### src/rtl/cpu6502_dma_arbiter_pkg.sv
// Shared types and default addresses for the 6502 bus arbiter and its page-copy DMA engine.
// The DMA trigger register and the destination port default to the NES OAM DMA locations.
package cpu6502_pkg;

  typedef enum logic [2:0] {
    IDLE  = 3'd0,
    HALT  = 3'd1,
    ALIGN = 3'd2,
    READ  = 3'd3,
    WRITE = 3'd4
  } dma_state_t;

  localparam logic [15:0] DEF_DMA_REG_ADDR = 16'h4014;
  localparam logic [15:0] DEF_DST_ADDR     = 16'h2004;

endpackage

### src/rtl/cpu6502_dma_arbiter.sv
// Muxes the 6502 bus between CPU and a page-copy DMA; IDLE pass-through has zero latency.
// The CPU is held via cpu_rdy for 1+2*LEN or 2+2*LEN cycles (odd-cycle alignment) per transfer.
module cpu6502_dma_arbiter
  import cpu6502_pkg::*;
#(
  parameter logic [15:0] DMA_REG_ADDR = DEF_DMA_REG_ADDR,
  parameter logic [15:0] DST_ADDR     = DEF_DST_ADDR,
  parameter int unsigned LEN          = 256
) (
  input  logic        CLK,
  input  logic        RESET,
  input  logic [15:0] cpu_addr,
  input  logic [7:0]  cpu_wdata,
  input  logic        cpu_we,
  output logic [7:0]  cpu_rdata,
  output logic        cpu_rdy,
  output logic [15:0] mem_addr,
  output logic [7:0]  mem_wdata,
  output logic        mem_we,
  input  logic [7:0]  mem_rdata,
  output logic        dma_busy,
  output logic        dma_done
);

  localparam int unsigned      IDX_W    = (LEN > 1) ? $clog2(LEN) : 1;
  localparam logic [IDX_W-1:0] IDX_LAST = IDX_W'(LEN - 1);

  dma_state_t r_state;
  dma_state_t w_state_nxt;
  logic [7:0] r_idx;
  logic [7:0] r_page;
  logic [7:0] r_latch;
  logic       r_cyc_odd;
  logic       w_trigger;
  logic       w_last;

  assign w_trigger = cpu_we && (cpu_addr == DMA_REG_ADDR);
  assign w_last    = (r_idx[IDX_W-1:0] == IDX_LAST);
  assign dma_busy  = (r_state != IDLE);
  assign cpu_rdata = mem_rdata;

  always_ff @(posedge CLK) begin
    if (RESET) begin
      r_state   <= IDLE;
      r_idx     <= 8'd0;
      r_page    <= 8'd0;
      r_latch   <= 8'd0;
      r_cyc_odd <= 1'b0;
    end else begin
      r_state   <= w_state_nxt;
      r_cyc_odd <= ~r_cyc_odd;
      case (r_state)
        IDLE: begin
          if (w_trigger) begin
            r_page <= cpu_wdata;
            r_idx  <= 8'd0;
          end
        end
        READ:    r_latch <= mem_rdata;
        WRITE:   r_idx   <= w_last ? 8'd0 : r_idx + 8'd1;
        default: ;
      endcase
    end
  end

  // Outside IDLE the CPU bus is held, so its write strobe and address never reach memory.
  always_comb begin
    w_state_nxt = r_state;
    mem_addr    = cpu_addr;
    mem_wdata   = cpu_wdata;
    mem_we      = 1'b0;
    cpu_rdy     = 1'b0;
    dma_done    = 1'b0;
    case (r_state)
      IDLE: begin
        cpu_rdy = 1'b1;
        mem_we  = cpu_we && !w_trigger;
        if (w_trigger) w_state_nxt = HALT;
      end
      HALT:  w_state_nxt = r_cyc_odd ? ALIGN : READ;
      ALIGN: w_state_nxt = READ;
      READ: begin
        mem_addr    = {r_page, r_idx};
        w_state_nxt = WRITE;
      end
      WRITE: begin
        mem_addr  = DST_ADDR;
        mem_wdata = r_latch;
        mem_we    = 1'b1;
        if (w_last) begin
          dma_done    = 1'b1;
          w_state_nxt = IDLE;
        end else begin
          w_state_nxt = READ;
        end
      end
      default: w_state_nxt = IDLE;
    endcase
  end

endmodule

### config.mk
export PLATFORM = sky130hd
export DESIGN_NAME = cpu6502_dma_arbiter
export DESIGN_NICKNAME = d
export VERILOG_FILES = /design/src/rtl/cpu6502_dma_arbiter_pkg.sv /design/src/rtl/cpu6502_dma_arbiter.sv
export SDC_FILE = /design/constraint.sdc
export NUM_CORES = 1
export LEC_CHECK = 0
export CAP_MARGIN = 20
export CORE_MARGIN = 5
export CORE_UTILIZATION = 45
export DETAILED_ROUTE_END_ITERATION = 10
export PLACE_DENSITY = 0.92
export SLEW_MARGIN = 20
export SYNTH_ARGS = -nofsm -noshare
export SYNTH_HDL_FRONTEND = slang
export SYNTH_SLANG_ARGS = --single-unit
### constraint.sdc
create_clock -name CLK -period 3.7 [get_ports CLK]
set_clock_uncertainty 0.2 [all_clocks]
set_input_delay 0.74 -clock CLK [delete_from_list [all_inputs] [get_ports CLK]]
set_output_delay 0.74 -clock CLK [all_outputs]
set_load 0.005 [all_outputs]
Word level (Yosys, flattened, before mapping)
Index checks and enable logic that the tools add are counted.
Storage, ports and cells
  bits in registers: 28
  latch bits: 0
  memory bits (writable): 0
  ROM bits: 0
  bits of input ports: 35
  output and inout port bits: 36
  word-level logic and storage cells: 35
  memories: 0
Operators by class
  $add $sub $neg: 1
  multipliers: 0
  div/mod/pow operators: 0
  magnitude comparators: 0
  equality and inequality tests: 7
  shift-type cells: 0
  multiplexer cells: 13
  bitwise operators: 1
  reduce and logical (&&, ||, !) cells: 8
Operators by type and width (count)
  $pmux W16 S2: 1
  $mux W8: 3
  $eq A16 B15 Y1 const B: 1
  $pmux W8 S2: 1
  $pmux W3 S5: 1
  $add A8 B1 Y8 const B: 1
  $eq A8 B8 Y1 const B: 1
  $eq A3 B2 Y1 const B: 2
  $mux W1: 4
  $reduce_and A2 Y1: 2
  $eq A3 B1 Y1 const B: 1
  $eq A3 B3 Y1 const B: 1
  $logic_not A3 Y1: 1
  $mux W3: 1
  $reduce_bool A3 Y1: 1
  $logic_and A1 B1 Y1: 2
  $mux W2: 1
  $ne A2 B2 Y1 const B: 1
  $pmux W1 S2: 1
  $reduce_bool A2 Y1: 1
  $logic_not A1 Y1: 1
  $not A1 Y1: 1

Longest topological paths before layout
Gate-level depths: netlist of run 1.
  depth in word-level cells: 5
  mapped depth: 6
  gate-level depth less buffers: 5

Worst setup path after synthesis of run 1
No wires, ideal clock.
  kind: input-to-output
  from: input port cpu_addr[7]
  to: output port mem_we
  arrival time: 1.680 ns
  data required time: 2.760 ns
  setup slack: 1.080 ns
  stages on the path: 5
  path buffers: 1
  path through: nor4b_1 > nand4_1 > clkbuf_1 > a21oi_1 > nor3_1
On the way
  cells in the longest elaborated chain, start to end: 5
RTL lines
  from (decl): line cpu6502_dma_arbiter.sv:12  | input logic [15:0] cpu_addr,
  $eq A16 B15 Y1: line cpu6502_dma_arbiter.sv:37  | assign w_trigger = cpu_we && (cpu_addr == DMA_REG_ADDR);
  $logic_and A1 B1 Y1: line cpu6502_dma_arbiter.sv:37
  $logic_not A1 Y1: line cpu6502_dma_arbiter.sv:77  | mem_we = cpu_we && !w_trigger;
  $logic_and A1 B1 Y1: line cpu6502_dma_arbiter.sv:77
  $pmux W1 S2: line cpu6502_dma_arbiter.sv:74  | case (r_state)
  to (decl): line cpu6502_dma_arbiter.sv:19  | output logic mem_we,
Every way passes these cells.

Final worst setup path of run 1
  from: input port cpu_addr[4]
  to: output port mem_we
Same word-level chain as after synthesis.

==> results of run 1 <==
==> metal layers <==
metal	wire (um)	vias to the layer above	global-route usage [%]
met5	0	-	0
met1	2020	806	24.6
li1	-	868	-
met3	361	7	3.33
met2	2240	80	31.4
met4	67	0	6.51
==> cells in the final DEF, fill, tap and decap left out <==
master,instances
a21oi_1,24
a22o_1,14
a311oi_1,3
a31oi_1,2
a41oi_4,1
and2_0,1
and3_1,3
and4_1,2
buf_4,3
bufinv_16,1
clkbuf_4,3
clkdlybuf4s50_1,70
dfxtp_1,28
ha_1,1
inv_1,2
nand2_1,51
nand2b_1,2
nand3_1,13
nand4_1,3
nor2_1,12
nor2b_1,2
nor3_1,3
nor3b_1,1
nor4_1,3
nor4b_1,2
nor4bb_1,1
o211ai_1,3
o21a_1,1
o21ai_0,12
or2_2,1
or3b_1,1
xnor2_1,1
==> critical path, stage by stage <==
cell	delay, ns
clkdlybuf4s50_1	0.48
nor4bb_1	0.41
nand4_1	0.24
a21oi_1	0.22
nor3_1	0.06
clkdlybuf4s50_1	0.45
==> worst max-delay path by stage <==
| stage | to | slack [ns] | cells past startpoint |
|---|---|---|---|
| after global placement | mem_we | 0.18 | 6 |
| after global routing | mem_we | 0.05 | 6 |
| after CTS | mem_we | 0.19 | 6 |
| after floorplan | mem_we | 1.08 | 5 |
| after detailed placement | mem_we | 0.20 | 6 |
| final | mem_we | 0.16 | 6 |
==> area by class of cell <==
class	count	area [um^2]	share of cell area [%]
multi-input combinational	163	892	38.9
timing repair buffer	73	723	31.5
clock buffer	3	22.5	0.982
clock inverter	1	30.0	1.31
tap	46	57.6	2.51
sequential	28	561	24.4
inverter	2	7.51	0.327
==> report_power, final <==
group          internal (mW)  leakage (nW)  switching, mW
combinational          0.124         0.607         0.0860
sequential             0.310         0.226         0.0145
clock                  0.110        0.0279         0.0953
==> registers in the layout, indices dropped and copies added (netlist names) <==
name	count
r_latch	8
r_page	8
r_state	3
r_cyc_odd	1
r_idx	8
==> kinds of logic after synthesis <==
| family | share of synthesized area [%] |
|---|---|
| AO/OA/AOI/OAI | 25.1 |
| XOR/XNOR | 0.552 |
| adder cells (fa/ha/maj) | 0.788 |
| buffers and inverters | 8.51 |
| flip-flops | 35.3 |
| AND/OR/NAND/NOR | 29.7 |
==> per-stage QoR <==
| stage | instances | hold slack [ns] | util, % |
|---|---|---|---|
| finish | 316 | 0.231 | 67.7 |
| global route | 316 | 0.267 | 67.7 |
| CTS | 316 | 0.231 | 67.7 |
| detailed placement | 312 | 0.211 | 66.1 |
| global placement | 312 | 0.204 | 66.1 |
| floorplan | 218 | 0.194 | - |
==> results_dict.tcl, run 1 <==
set metrics [dict create \
    grt_max_degree 30 \
    tns_ns 0 \
    cp.arrival_ns 2.60 \
    grt_antenna_before_repair 0 \
    critical_path_class "input pin to primary output" \
    clockBufferDepth 2 \
    io_pins 71 \
    dr.pass1.iters 4 \
    p_leak_nw 0.861 \
    overflow 0 \
    antenna_cells 0 \
    p_per_area_nw_per_um2 323 \
    hold_end "r_cyc_odd$_SDFF_PP0_" \
    ant_nets 0 \
    reg2reg_from "r_state[2]$_SDFFE_PP0P_" \
    dpl_cell_area_um2 2240 \
    ys_seq_area_share_pct 35.3 \
    n_fill_cell 289 \
    totalWireLength_um 4690 \
    p_total_uw 740 \
    yosys.cell_count.top_type "nand2_1" \
    worst_ir_drop_vdd_v 0.000302 \
    grt_pass1_wl_um 7600 \
    drive_gt1_share_pct 3.33 \
    synthTopCellsByArea "dfxtp_1, nand2_1, a22o_1" \
    status "finished clean" \
    synth_top_area_share_pct 35.3 \
    rsz0062_at_grt "false" \
    critPathLaunch "cpu_addr[4]" \
    ys.warnings.count 0 \
    worstHoldStart "r_cyc_odd$_SDFF_PP0_" \
    rrSetupSlack_ns 1.49 \
    clock_latency_ns 0.34 \
    place_ws_ns 0.205 \
    gp_congestion 0.907 \
    initial_core_util_pct 46.8 \
    routedWlPerCell_um 14.8 \
    syn_area_um2 1590 \
    ys.flop_type "dfxtp_1" \
    postCtsSetupBuffers 0 \
    routed_via_density 5.57 \
    netlist_instances 218 \
    nets 307 \
    netlist_top_cells_count "nand2_1, dfxtp_1, a21oi_1, a22o_1" \
    clkTransAtPathRegs_ns 0.15 \
    fin_ws_ns 0.161 \
    fmax_mhz 283 \
    fin_area_um2 2290 \
    critPathMaxFanout 2 \
    fin_crit_sh_pct 95.7 \
    drt_iter0_markers 122 \
    syn_nets 254 \
    final_hold_viol_count 0 \
    avgSynthCellArea_um2 7.28 \
    async_reset_ff_share_pct 0 \
    cts_hold_buf 0 \
    die_h_um 69.4 \
    grt.total_usage_pct 18.9 \
    synth_seq_cells 28 \
    clkSinkCount 28 \
    drv_slew 0 \
    tritoncts "done" \
    grt_pass1_vias 1619 \
    core_um2 3390 \
    worstMarginPinSlew_ns 1.05 \
    clock-root-buffer "clkbuf_4" \
    vias 1761 \
    ys_types 33 \
    cp-end-kind "primary output" \
    hold_path.class "flip-flop to flip-flop" \
    cp-start-kind "input pin" \
    min_path_cells 1 \
    num_rows 21 \
    dp_hpwl_um 3480 \
    timing.rr.end "r_idx[3]$_SDFFE_PP0P_" \
    drcViolationCount 0 \
    die_x_um 69.4 \
    setup_violations 0 \
    synth_top_area_cell "dfxtp_1" \
    cts_buffers 3 \
    areaGrowthSynthToFinish_pct 44.4 \
    synth-edff-count 0 \
    cts_resized 0 \
    port_buffers 70 \
    cap_viol_max_count 0 \
    period_minus_slack_ns 3.54 \
    cp_data_required_time_ns 2.76 \
    h-tree-depth 1 \
    relSlewSlack_pct 29.9 \
    dieArea_um2 4820 \
    r2r_cells 4 \
]
Power figures use the tool's default switching activity.
==> run 2, diff against run 1 <==
- SLEW_MARGIN: 20 -> 10
==> results of run 2 <==
Final layout, timing and power as in run 1 (identical DEF).
==> run 3, diff against run 2 <==
- CAP_MARGIN: 20 -> unset
- CTS_CLUSTER_DIAMETER: unset -> 100
==> results of run 3 <==
Final layout, timing and power as in run 1 (identical DEF).
